[config.mk]
export PLATFORM = sky130hd
export DESIGN_NAME = fir_band_sequencer
export DESIGN_NICKNAME = d
export VERILOG_FILES = /design/src/rtl/fir_band_sequencer.sv
export SDC_FILE = /design/constraint.sdc
export NUM_CORES = 1
export LEC_CHECK = 0
export CAP_MARGIN = 20
export CORE_MARGIN = 5
export CORE_UTILIZATION = 49
export DETAILED_ROUTE_END_ITERATION = 6
export GPL_TIMING_DRIVEN = 0
export PLACE_DENSITY = 0.8
export SETUP_SLACK_MARGIN = 0.3
export SLEW_MARGIN = 5
export SYNTH_ARGS = -nofsm -noshare
export SYNTH_HDL_FRONTEND = slang
export SYNTH_SLANG_ARGS = --single-unit
[constraint.sdc]
create_clock -name clk_fast -period 2.21 [get_ports clk_fast]
set_input_delay 0.442 -clock clk_fast [delete_from_list [all_inputs] [get_ports clk_fast]]
set_output_delay 0.442 -clock clk_fast [all_outputs]
set_load 0.05 [all_outputs]
[src/rtl/fir_band_sequencer.sv]
// Sequences one sample through the four-band FIR bank, then serialises the band results in band order.
// Optional WAIT timeout enabled by defining FIR_SEQ_TIMEOUT_EN.
module fir_band_sequencer #(
  parameter int DATA_W  = 10,
  parameter int TIMEOUT = 255
) (
  input  logic              clk_fast,
  input  logic              rst,
  input  logic              clr,
  input  logic [DATA_W-1:0] sample_in,
  input  logic              sample_valid,
  output logic              sample_ready,
  output logic [DATA_W-1:0] bank_in,
  output logic              bank_en,
  output logic              bank_clr,
  input  logic [DATA_W-1:0] delta_in,
  input  logic [DATA_W-1:0] theta_in,
  input  logic [DATA_W-1:0] alpha_in,
  input  logic [DATA_W-1:0] beta_in,
  input  logic              delta_avl,
  input  logic              theta_avl,
  input  logic              alpha_avl,
  input  logic              beta_avl,
  output logic [DATA_W-1:0] out_data,
  output logic [1:0]        out_band,
  output logic              out_valid,
  input  logic              out_ready,
  output logic              busy,
  output logic              timeout_err
);

  typedef enum logic [2:0] {S_IDLE, S_LOAD, S_WAIT, S_DRAIN, S_CLEAR} state_t;

  state_t                   state_q;
  logic [DATA_W-1:0]        bank_in_q;
  logic                     bank_en_q, bank_clr_q, out_valid_q, busy_q;
  logic [DATA_W-1:0]        out_data_q;
  logic [1:0]               out_band_q;
  logic [3:0]               flg_q, sent_q;
  logic [3:0][DATA_W-1:0]   cap_q;

  logic [3:0]               avl, new_cap, flg_d, sel, rem;
  logic [3:0][DATA_W-1:0]   din, cap_d;
  logic                     all_in, to_drain;

  function automatic logic [1:0] lowest(input logic [3:0] v);
    lowest = 2'd3;
    for (int i = 3; i >= 0; i--)
      if (v[i]) lowest = 2'(i);
  endfunction

  assign avl = {beta_avl, alpha_avl, theta_avl, delta_avl};
  assign din = {beta_in, alpha_in, theta_in, delta_in};

  // Only the first strobe per band is kept; later repeats are masked by the flag.
  assign new_cap = (state_q == S_LOAD || state_q == S_WAIT) ? (avl & ~flg_q) : 4'b0;
  assign flg_d   = flg_q | new_cap;
  assign all_in  = &flg_d;

  always_comb begin
    cap_d = cap_q;
    for (int i = 0; i < 4; i++)
      if (new_cap[i]) cap_d[i] = din[i];
  end

  assign sel = 4'b0001 << out_band_q;
  assign rem = flg_q & ~(sent_q | sel);

`ifdef FIR_SEQ_TIMEOUT_EN
  logic [7:0] cnt_q;
  logic       terr_q;
  logic       tmo;
  assign tmo         = (cnt_q == TIMEOUT[7:0]) && !all_in;
  assign to_drain    = (state_q == S_WAIT) && (all_in || (tmo && |flg_d));
  assign timeout_err = terr_q;
`else
  logic unused_timeout;
  assign unused_timeout = TIMEOUT[0];
  assign to_drain       = (state_q == S_WAIT) && all_in;
  assign timeout_err    = 1'b0;
`endif

  always_ff @(posedge clk_fast) begin
    if (rst) begin
      state_q     <= S_IDLE;
      bank_in_q   <= '0;
      bank_en_q   <= 1'b0;
      bank_clr_q  <= 1'b0;
      out_valid_q <= 1'b0;
      out_data_q  <= '0;
      out_band_q  <= 2'd0;
      busy_q      <= 1'b0;
      flg_q       <= 4'b0;
      sent_q      <= 4'b0;
      cap_q       <= '0;
`ifdef FIR_SEQ_TIMEOUT_EN
      cnt_q       <= 8'd0;
      terr_q      <= 1'b0;
`endif
    end else begin
      bank_en_q  <= 1'b0;
      bank_clr_q <= 1'b0;
      if (clr) begin
        state_q     <= S_CLEAR;
        bank_clr_q  <= 1'b1;
        busy_q      <= 1'b1;
        out_valid_q <= 1'b0;
        out_data_q  <= '0;
        out_band_q  <= 2'd0;
        flg_q       <= 4'b0;
        sent_q      <= 4'b0;
        cap_q       <= '0;
`ifdef FIR_SEQ_TIMEOUT_EN
        terr_q      <= 1'b0;
`endif
      end else begin
        case (state_q)
          S_IDLE: if (sample_valid) begin
            bank_in_q <= sample_in;
            bank_en_q <= 1'b1;
            busy_q    <= 1'b1;
            state_q   <= S_LOAD;
          end
          S_LOAD: begin
            flg_q   <= flg_d;
            cap_q   <= cap_d;
            state_q <= S_WAIT;
`ifdef FIR_SEQ_TIMEOUT_EN
            cnt_q   <= 8'd0;
`endif
          end
          S_WAIT: begin
            flg_q <= flg_d;
            cap_q <= cap_d;
            if (to_drain) begin
              state_q     <= S_DRAIN;
              out_valid_q <= 1'b1;
              out_band_q  <= lowest(flg_d);
              out_data_q  <= cap_d[lowest(flg_d)];
              sent_q      <= 4'b0;
            end
`ifdef FIR_SEQ_TIMEOUT_EN
            if (tmo) terr_q <= 1'b1;
            if (tmo && !(|flg_d)) begin
              state_q <= S_IDLE;
              busy_q  <= 1'b0;
            end else if (!tmo) begin
              cnt_q <= cnt_q + 8'd1;
            end
`endif
          end
          S_DRAIN: if (out_ready) begin
            sent_q <= sent_q | sel;
            if (rem == 4'b0) begin
              state_q     <= S_IDLE;
              out_valid_q <= 1'b0;
              busy_q      <= 1'b0;
              flg_q       <= 4'b0;
              sent_q      <= 4'b0;
            end else begin
              out_band_q <= lowest(rem);
              out_data_q <= cap_q[lowest(rem)];
            end
          end
          S_CLEAR: begin
            state_q <= S_IDLE;
            busy_q  <= 1'b0;
          end
          default: state_q <= S_IDLE;
        endcase
      end
    end
  end

  assign sample_ready = (state_q == S_IDLE) && !rst;
  assign bank_in      = bank_in_q;
  assign bank_en      = bank_en_q;
  assign bank_clr     = bank_clr_q;
  assign out_valid    = out_valid_q;
  assign out_data     = out_data_q;
  assign out_band     = out_band_q;
  assign busy         = busy_q;

endmodule
==> results of run 1 <==
worst min-delay path by stage:
| stage | endpoint |
|---|---|
| 5_1_grt | bank_in[8]$_SDFFE_PP0P_ |
| 3_3_place_gp | sent_q[2]$_SDFFE_PP0P_ |
| 2_1_floorplan | sent_q[0]$_SDFFE_PP0P_ |
| 3_5_place_dp | out_data[8]$_SDFFE_PP0P_ |
| 6_report | bank_in[9]$_SDFFE_PP0P_ |
| 4_1_cts | bank_in[9]$_SDFFE_PP0P_ |
Yosys cell counts (2+ instances only):
cell type  instances  share of area [%]
or2_2              2               0.37
mux2i_1           51                 15
clkbuf_1          12                1.3
o2bb2ai_1          9                2.3
inv_1              5               0.56
o22ai_1           11                2.0
nand2_1           27                3.0
nor2b_1            3               0.56
nor2_1            63                7.0
o211ai_1           2               0.45
a22oi_1            2               0.45
a31oi_1            8                1.5
nand2b_1           6                1.1
nand3_1            5               0.74
nor4_1             2               0.37
a21oi_1           43                6.4
a211oi_1           3               0.67
nor2_2             2               0.37
dfxtp_1           77                 46
buf_2              4               0.59
o21ai_0            2               0.30
nor3b_1            2               0.45
o221ai_1           9                2.3
buf_1              2               0.22
sequential cells by signal (all words and copies together) (netlist names):
name and flops:
bank_in 10, out_band 2, flg_q 4, bank_en 1, busy 1, state_q 3
out_valid 1, out_data 10, cap_q 40, bank_clr 1, sent_q 4
through the flow:
step,power [W],util (%)
global placement,0.00178,64.0
CTS,0.00281,68.7
floorplan,0.00162,-
global route,0.00292,70.4
detailed placement,0.00179,64.0
finish,0.00282,70.4
worst register-to-register path, delay by kind of cell, from the launching register on:
kind,cells,cell delay (ns)
flops,1,0.37
buf+inv,1,0.14
mux,1,0.25
compound gates,3,0.59
simple gates,1,0.25
xor+xnor,1,0.32
repair_timing:
item | in CTS | in global routing
buffers inserted | 7 | 2
setup endpoints to repair | 60 | 54
pin swaps | 4 | 6
gates resized for setup | 54 | 37
hold buffers | 0 | 0
cell families after synthesis:
| kind of cell | Yosys count | share of synthesized area, % |
|---|---|---|
| AOI/OAI and AO/OA | 99 | 19.4 |
| xor gates and xnor gates | 1 | 0.483 |
| adders and majority gates | 1 | 0.297 |
| buffers and inverters | 26 | 3.20 |
| DFF | 77 | 45.8 |
| muxes | 51 | 15.2 |
| other | 1 | 0.111 |
| and+or+nand+nor | 117 | 15.5 |
routing by layer:
metal / vias up / wire, um
met4: 0 / 325
met1: 1521 / 4230
met3: 34 / 831
met2: 183 / 4720
met5: - / 0
li1: 1547 / -
final cells by class:
class	instances	area [um^2]	share of cell area [%]
plain buffers	20	118	2.47
clock buffers	10	128	2.68
clock inverters	6	63.8	1.34
inverters	6	22.5	0.473
multi-input cells	270	1870	39.4
flip-flops and latches	77	1550	32.6
well taps	80	100	2.10
repair buffers	93	902	19.0
report_power, final:
group	switching, W	internal [W]	leakage [nW]	total, W
Combinational	0.000193	0.000175	1.11	0.000368
Sequential	0.0000133	0.00140	0.625	0.00142
Clock	0.000520	0.000520	0.0923	0.00104
==> results.sh, run 1 <==
export IMPL_synthArstFlopShare_pct=0
export IMPL_grt_use_total_pct=22.5
export IMPL_grt_start_max_net_pins=14
export IMPL_hpwl_um=6630
export IMPL_startpoint_type="flop"
export IMPL_hold_path_startpoint="rst"
export IMPL_drc=0
export IMPL_cts_buffer_depth=2
export IMPL_syn_num_nets=432
export IMPL_endpoint="out_data[7]$_SDFFE_PP0P_"
export IMPL_min_path_type="in -> reg"
export IMPL_final_common_cell="dfxtp_1"
export IMPL_synth_ff_type="dfxtp_1"
export IMPL_place_congestion=0.863
export IMPL_cts_sinks=77
export IMPL_holdPathStages=2
export IMPL_final_layout_size_suffix_gt1_share_pct=14.9
export IMPL_worst_r2r_startpoint="state_q[0]$_SDFFE_PP0P_"
export IMPL_min_period_ns=2.02
export IMPL_numCtsBuffers=9
export IMPL_dpl_cell_area_mm2=0.00432
export IMPL_finalHoldViolCount=0
export IMPL_status="finished clean"
export IMPL_synth_ff_latch_count=77
export IMPL_synth_edf_count=0
export IMPL_fill_cells=511
export IMPL_setup_ws_ns=0.185
export IMPL_synth_distinct_cells=45
export IMPL_critPathMaxFanout=10
export IMPL_rsz0062_at_grt="yes"
export IMPL_path_depth=7
export IMPL_initial_core_util_pct=49.8
export IMPL_max_slew_margin_rel_pct=60.9
export IMPL_grt_overflow_total=0
export IMPL_cp_required_ns=2.46
export IMPL_wl_per_cell_um=18.0
export IMPL_cp_end_kind="flop"
export IMPL_postSynthAreaPerCell_um2=9.02
export IMPL_fmax_ghz=0.494
export IMPL_p_leak_nw=1.83
export IMPL_cts_tree="built"
export IMPL_final_cell_mix="73 x dfxtp_1, 62 x nor2_1, 57 x clkdlybuf4s50_1"
export IMPL_path_class="reg -> reg"
export IMPL_grt_use_met3_pct=6.34
export IMPL_grt_pass1_vias=3151
export IMPL_vdd_drop_max_mv=0.510
export IMPL_clk_pin_slew_ns=0.08
export IMPL_netlist_instances=373
export IMPL_tns_ns=0
export IMPL_r2r_setup_slack_ns=0.19
export IMPL_power_density_mw_per_mm2=593
export IMPL_grtUsageMet2_pct=35.9
export IMPL_place_port_buffers=84
export IMPL_holdWs_ns=0.432
export IMPL_r2r_end="out_data[7]$_SDFFE_PP0P_"
export IMPL_area_growth_synth_to_final_pct=41.4
export IMPL_insertion_delay_ns=0.35
export IMPL_core_region_area_mm2=0.00676
export IMPL_fp_dieH_um=92.9
export IMPL_insertedDiodeCount=0
export IMPL_dr_pass1_iters=7
export IMPL_critPathMaxStageDelay_ns=0.37
export IMPL_busiest_layer="met2"
export IMPL_wirelength_um=10100
export IMPL_final_cells=562
export IMPL_num_rows=30
export IMPL_synth_warnings=0
export IMPL_setup_violations=0
export IMPL_drtIter0Drc=354
export IMPL_maxCapViolations=0
export IMPL_worstMarginPinSlew_ns=0.587
export IMPL_fin_skew_ns=0.00993
export IMPL_use_met1_pct=27.4
export IMPL_worstPathArrival_ns=2.27
export IMPL_dpl_worst_slack_ns=-0.191
export IMPL_crit_buf_inv=1
export IMPL_reg2regPathDepth=7
export IMPL_grt_pass1_wl_um=15200
export IMPL_routed_via_density=5.85
export IMPL_nets=536
export IMPL_ios=87
export IMPL_clockRootBuffer="clkbuf_8"
export IMPL_dp_cells=537
export IMPL_fin_area_mm2=0.00476
export IMPL_syn_cell_area_mm2=0.00337
export IMPL_cp_top_family="compound AO/OA/AOI/OAI gates"
export IMPL_drv_slew=0
export IMPL_crit_path_cell_trace="xor2_4 > and3_4 > buf_8 > mux2i_4 > a22oi_2 > o22ai_2 > a2bb2o_4"
export IMPL_finalCritPeriodShare_pct=91.6
export IMPL_via_count=3285
export IMPL_antenna_violating_nets_post_route=0
export IMPL_antenna_found_initial=0
export IMPL_die_area_mm2=0.00863
export IMPL_synth_seq_area_share_pct=45.8
export IMPL_die_x_um=92.9
export IMPL_htree_levels=3
export IMPL_crit_slowest_cell="dfxtp_4"
export IMPL_crit_path_start="state_q[0]$_SDFFE_PP0P_"
(Power assumes the default switching activity.)
==> run 2, diff against run 1 <==
REMOVE_ABC_BUFFERS = 1   (was unset)
SLEW_MARGIN = unset   (was 5)
==> results.sh, run 2 (synthesis results as in run 1) <==
export IMPL_status="finished clean"
export IMPL_area_growth_synth_to_final_pct=42.3
export IMPL_dr_pass1_iters=5
export IMPL_antenna_found_initial=0
export IMPL_wirelength_um=9670
export IMPL_cp_end_kind="flop"
export IMPL_cp_required_ns=2.45
export IMPL_busiest_layer="met2"
export IMPL_setup_violations=0
export IMPL_final_cells=552
export IMPL_cts_tree="built"
export IMPL_grt_use_met3_pct=6.09
export IMPL_clk_pin_slew_ns=0.08
export IMPL_cts_buffer_depth=2
export IMPL_wl_per_cell_um=17.5
export IMPL_final_common_cell="dfxtp_1"
export IMPL_fill_cells=487
export IMPL_place_port_buffers=85
export IMPL_core_region_area_mm2=0.00676
export IMPL_numCtsBuffers=9
export IMPL_htree_levels=3
export IMPL_grt_use_total_pct=22.1
export IMPL_min_period_ns=1.97
export IMPL_grtUsageMet2_pct=35.5
export IMPL_fin_util_pct=70.9
export IMPL_place_congestion=0.824
export IMPL_num_rows=30
export IMPL_fp_dieH_um=92.9
export IMPL_grt_start_max_net_pins=48
export IMPL_holdWs_ns=0.465
export IMPL_nets=527
export IMPL_maxCapViolations=0
export IMPL_via_count=3206
export IMPL_max_slew_margin_rel_pct=59.5
export IMPL_insertedDiodeCount=0
export IMPL_path_class="reg -> reg"
export IMPL_fin_skew_ns=0.00759
export IMPL_regMostFlops="cap_q"
export IMPL_holdBufCountCts=0
export IMPL_clockRootBuffer="clkbuf_8"
export IMPL_final_layout_size_suffix_gt1_share_pct=15.3
export IMPL_min_path_type="reg -> reg"
export IMPL_grt_pass1_vias=3135
export IMPL_hpwl_um=6200
export IMPL_rsz0062_at_grt="yes"
export IMPL_critPathMaxFanout=10
export IMPL_antenna_violating_nets_post_route=0
export IMPL_power_density_mw_per_mm2=612
export IMPL_cts_sinks=77
export IMPL_fmax_ghz=0.507
export IMPL_largest_reg_flops=40
export IMPL_initial_core_util_pct=49.8
export IMPL_p_leak_nw=1.85
export IMPL_final_cell_mix="74 x dfxtp_1, 61 x nor2_1, 56 x clkdlybuf4s50_1"
export IMPL_die_area_mm2=0.00863
export IMPL_ios=87
export IMPL_worstMarginPinSlew_ns=0.608
export IMPL_setup_ws_ns=0.239
export IMPL_routed_via_density=5.81
export IMPL_grt_pass1_wl_um=15100
export IMPL_finalHoldViolCount=0
export IMPL_drtIter0Drc=293
export IMPL_dp_cells=521
export IMPL_use_met1_pct=27.9
export IMPL_finalCritPeriodShare_pct=89.2
export IMPL_dpl_worst_slack_ns=-0.782
export IMPL_drc=0
export IMPL_startpoint_type="flop"
export IMPL_insertion_delay_ns=0.35
export IMPL_vdd_drop_max_mv=0.436
export IMPL_grt_overflow_total=0
export IMPL_worstPathArrival_ns=2.22
export IMPL_die_x_um=92.9
export IMPL_drv_slew=0
==> run 2: worst max-delay path: stages, from the launching register on <==
cell and delay [ns]:
dfxtp_1 0.51, inv_2 0.21, a31o_2 0.28, nor2_4 0.25, a22oi_1 0.16, o22ai_2 0.22
a2bb2o_4 0.23
==> run 2: cell type report <==
| type | instances | area (um^2) | area share, % |
|---|---|---|---|
| Multi-Input combinational cell | 271 | 1930 | 40.4 |
| Sequential cell | 77 | 1550 | 32.4 |
| Timing Repair Buffer | 103 | 971 | 20.3 |
| Clock buffer | 9 | 124 | 2.59 |
| Tap cell | 80 | 100 | 2.09 |
| Clock inverter | 6 | 88.8 | 1.85 |
| Inverter | 6 | 22.5 | 0.470 |
==> run 2: path summary, 6_finish.rpt <==
check | start | end | slack, ns | cells after the start
worst min register to register | out_data[1]$_SDFFE_PP0P_ | out_data[1]$_SDFFE_PP0P_ | 0.47 | 1
worst max register to register | state_q[2]$_SDFFE_PP0P_ | out_data[7]$_SDFFE_PP0P_ | 0.24 | 6
worst max-delay path | state_q[2]$_SDFFE_PP0P_ | out_data[7]$_SDFFE_PP0P_ | 0.24 | 6
worst min-delay path | out_data[1]$_SDFFE_PP0P_ | out_data[1]$_SDFFE_PP0P_ | 0.47 | 1
==> run 2: power by group <==
part | switching [W] | total [W] | internal [W]
clock | 0.000519 | 0.00115 | 0.000629
sequential | 0.0000138 | 0.00142 | 0.00140
combinational | 0.000192 | 0.000365 | 0.000173
==> run 2: layer usage <==
layer  up-vias  share of wire, %
met5         -                 0
li1       1527                 -
met3        24               7.8
met1      1519                41
met2       136                48
met4         0               2.5
==> run 2: repair_timing <==
item                                    CTS  global route
pin swaps                                 8            13
setup buffers                            10             5
endpoints found under the setup margin   91            36
cloned                                    1             0
resized for setup                        70            13
==> run 2: through the flow <==
step | cell area [um^2] | TNS [ns] | power [W]
global placement | 4230 | -32.16 | 0.00178
floorplan | 3280 | -9.39 | 0.00161
global route | 4790 | 0 | 0.00302
CTS | 4710 | 0 | 0.00292
finish | 4790 | 0 | 0.00293
detailed placement | 4270 | -18.98 | 0.00178
==> run 3, diff against run 2 <==
CORE_ASPECT_RATIO = 1.75   (was unset)
==> results.sh, run 3 (synthesis results as in run 1) <==
export IMPL_cts_buffer_depth=2
export IMPL_wirelength_um=10900
export IMPL_place_port_buffers=85
export IMPL_drv_slew=0
export IMPL_max_slew_margin_rel_pct=55.1
export IMPL_hold_path_startpoint="out_data[9]$_SDFFE_PP0P_"
export IMPL_worst_r2r_startpoint="state_q[1]$_SDFFE_PP0P_"
export IMPL_final_cells=568
export IMPL_clk_pin_slew_ns=0.06
export IMPL_regMostFlops="cap_q"
export IMPL_min_period_ns=2.04
export IMPL_worstPathArrival_ns=2.28
export IMPL_grt_use_met3_pct=5.28
export IMPL_holdPathStages=1
export IMPL_core_region_area_mm2=0.00681
export IMPL_final_common_cell="dfxtp_1"
export IMPL_die_x_um=72.7
export IMPL_worstMarginPinSlew_ns=0.672
export IMPL_maxCapViolations=0
export IMPL_fin_util_pct=73.5
export IMPL_dp_cells=525
export IMPL_p_leak_nw=1.95
export IMPL_wl_per_cell_um=19.2
export IMPL_antenna_violating_nets_post_route=0
export IMPL_numCtsBuffers=9
export IMPL_busiest_layer="met2"
export IMPL_cts_sinks=77
export IMPL_final_cell_mix="74 x dfxtp_1, 61 x nor2_1, 57 x clkdlybuf4s50_1"
export IMPL_cp_end_kind="flop"
export IMPL_via_count=3383
export IMPL_finalCritPeriodShare_pct=92.4
export IMPL_htree_levels=3
export IMPL_use_met1_pct=26.2
export IMPL_insertedDiodeCount=0
export IMPL_min_path_type="reg -> reg"
export IMPL_rsz0062_at_grt="yes"
export IMPL_largest_reg_flops=40
export IMPL_reg2regPathDepth=5
export IMPL_finalHoldViolCount=0
export IMPL_hold_end="out_data[9]$_SDFFE_PP0P_"
export IMPL_grt_start_max_net_pins=47
export IMPL_place_congestion=0.847
export IMPL_insertion_delay_ns=0.33
export IMPL_dr_pass1_iters=5
export IMPL_power_density_mw_per_mm2=635
export IMPL_nets=539
export IMPL_num_rows=40
export IMPL_holdBufCountCts=0
export IMPL_grt_pass1_wl_um=16300
export IMPL_grt_use_total_pct=23.7
export IMPL_hpwl_um=6510
export IMPL_initial_core_util_pct=49.4
export IMPL_fp_dieH_um=120
export IMPL_drc=0
export IMPL_cp_required_ns=2.45
export IMPL_ios=87
export IMPL_fmax_ghz=0.490
export IMPL_critPathMaxFanout=13
export IMPL_r2r_end="out_band[0]$_SDFFE_PP0P_"
export IMPL_drtIter0Drc=380
export IMPL_fin_skew_ns=0.00446
export IMPL_vdd_drop_max_mv=0.723
export IMPL_routed_via_density=5.96
export IMPL_clockRootBuffer="clkbuf_16"
export IMPL_status="finished clean"
export IMPL_final_layout_size_suffix_gt1_share_pct=17.6
export IMPL_antenna_found_initial=0
export IMPL_path_class="reg -> reg"
export IMPL_startpoint_type="flop"
export IMPL_setup_ws_ns=0.168
export IMPL_holdWs_ns=0.463
export IMPL_setup_violations=0
export IMPL_die_area_mm2=0.00869
export IMPL_grtUsageMet2_pct=40.0
export IMPL_dpl_worst_slack_ns=-0.813
export IMPL_grt_pass1_vias=3352
export IMPL_cts_tree="built"
export IMPL_tns_ns=0
export IMPL_grt_overflow_total=0
export IMPL_r2r_setup_slack_ns=0.17
export IMPL_area_growth_synth_to_final_pct=48.7
## run 3: cell count changes in the layout (fill, tap and decap cells not counted), sizes merged, moves of 2 or more
cell and delta:
bufinv -2, clkbuf +6, buf +11, clkinvlp -2
## run 3: critical path, stage by stage, from the launching register on
cell and delay [ns]:
dfxtp_4 0.41, nor2b_1 0.22, nand2_1 0.45, a211oi_2 0.41
a31oi_1 0.14, a211oi_2 0.31
## run 3: layout make-up
class                   count  area (um^2)
well taps                  84          105
flip-flops and latches     77         1550
fillers                   493         1800
inverters                   6         22.5
repair buffers            115         1080
clock inverters             1         5.00
multi-input cells         271         1970
clock buffers              14          274
## run 3: metrics by stage
step | cell area (um^2) | total power [W]
global placement | 4240 | 0.00177
detailed placement | 4280 | 0.00178
global route | 5010 | 0.00328
CTS | 4840 | 0.00316
finish | 5010 | 0.00318
floorplan | 3280 | 0.00161
## run 3: how the worst max path moves through the flow
stage          slack (ns)  cells after the start                       end                startpoint
2_1_floorplan       -0.32                      5    cap_q[20]$_SDFFE_PP0N_   state_q[0]$_SDFFE_PP0P_
3_3_place_gp        -0.92                      5    cap_q[39]$_SDFFE_PP0N_   state_q[0]$_SDFFE_PP0P_
3_5_place_dp        -0.81                      6    out_valid$_SDFFE_PP0P_  out_band[0]$_SDFFE_PP0P_
4_1_cts              0.29                      6   bank_in[8]$_SDFFE_PP0P_   state_q[0]$_SDFFE_PP0P_
5_1_grt              0.16                      5  out_band[0]$_SDFFE_PP0P_   state_q[1]$_SDFFE_PP0P_
6_report             0.17                      5  out_band[0]$_SDFFE_PP0P_   state_q[1]$_SDFFE_PP0P_
## run 3: repair_timing
item	in CTS	in global routing
cloned	1	0
setup buffers	20	7
pin swaps	7	8
resized for setup	63	20
setup endpoints to repair	89	34
endpoints found under the hold margin	0	0
## run 3: report_power, final
| group | internal [W] | switching (W) |
|---|---|---|
| combinational | 0.000180 | 0.000200 |
| clock | 0.000845 | 0.000529 |
| sequential | 0.00141 | 0.0000156 |
## run 3: layer usage
layer | routed length [um] | vias up
met3 | 829 | 46
met5 | 0 | -
met2 | 5690 | 190
li1 | - | 1549
met1 | 3880 | 1598
met4 | 527 | 0
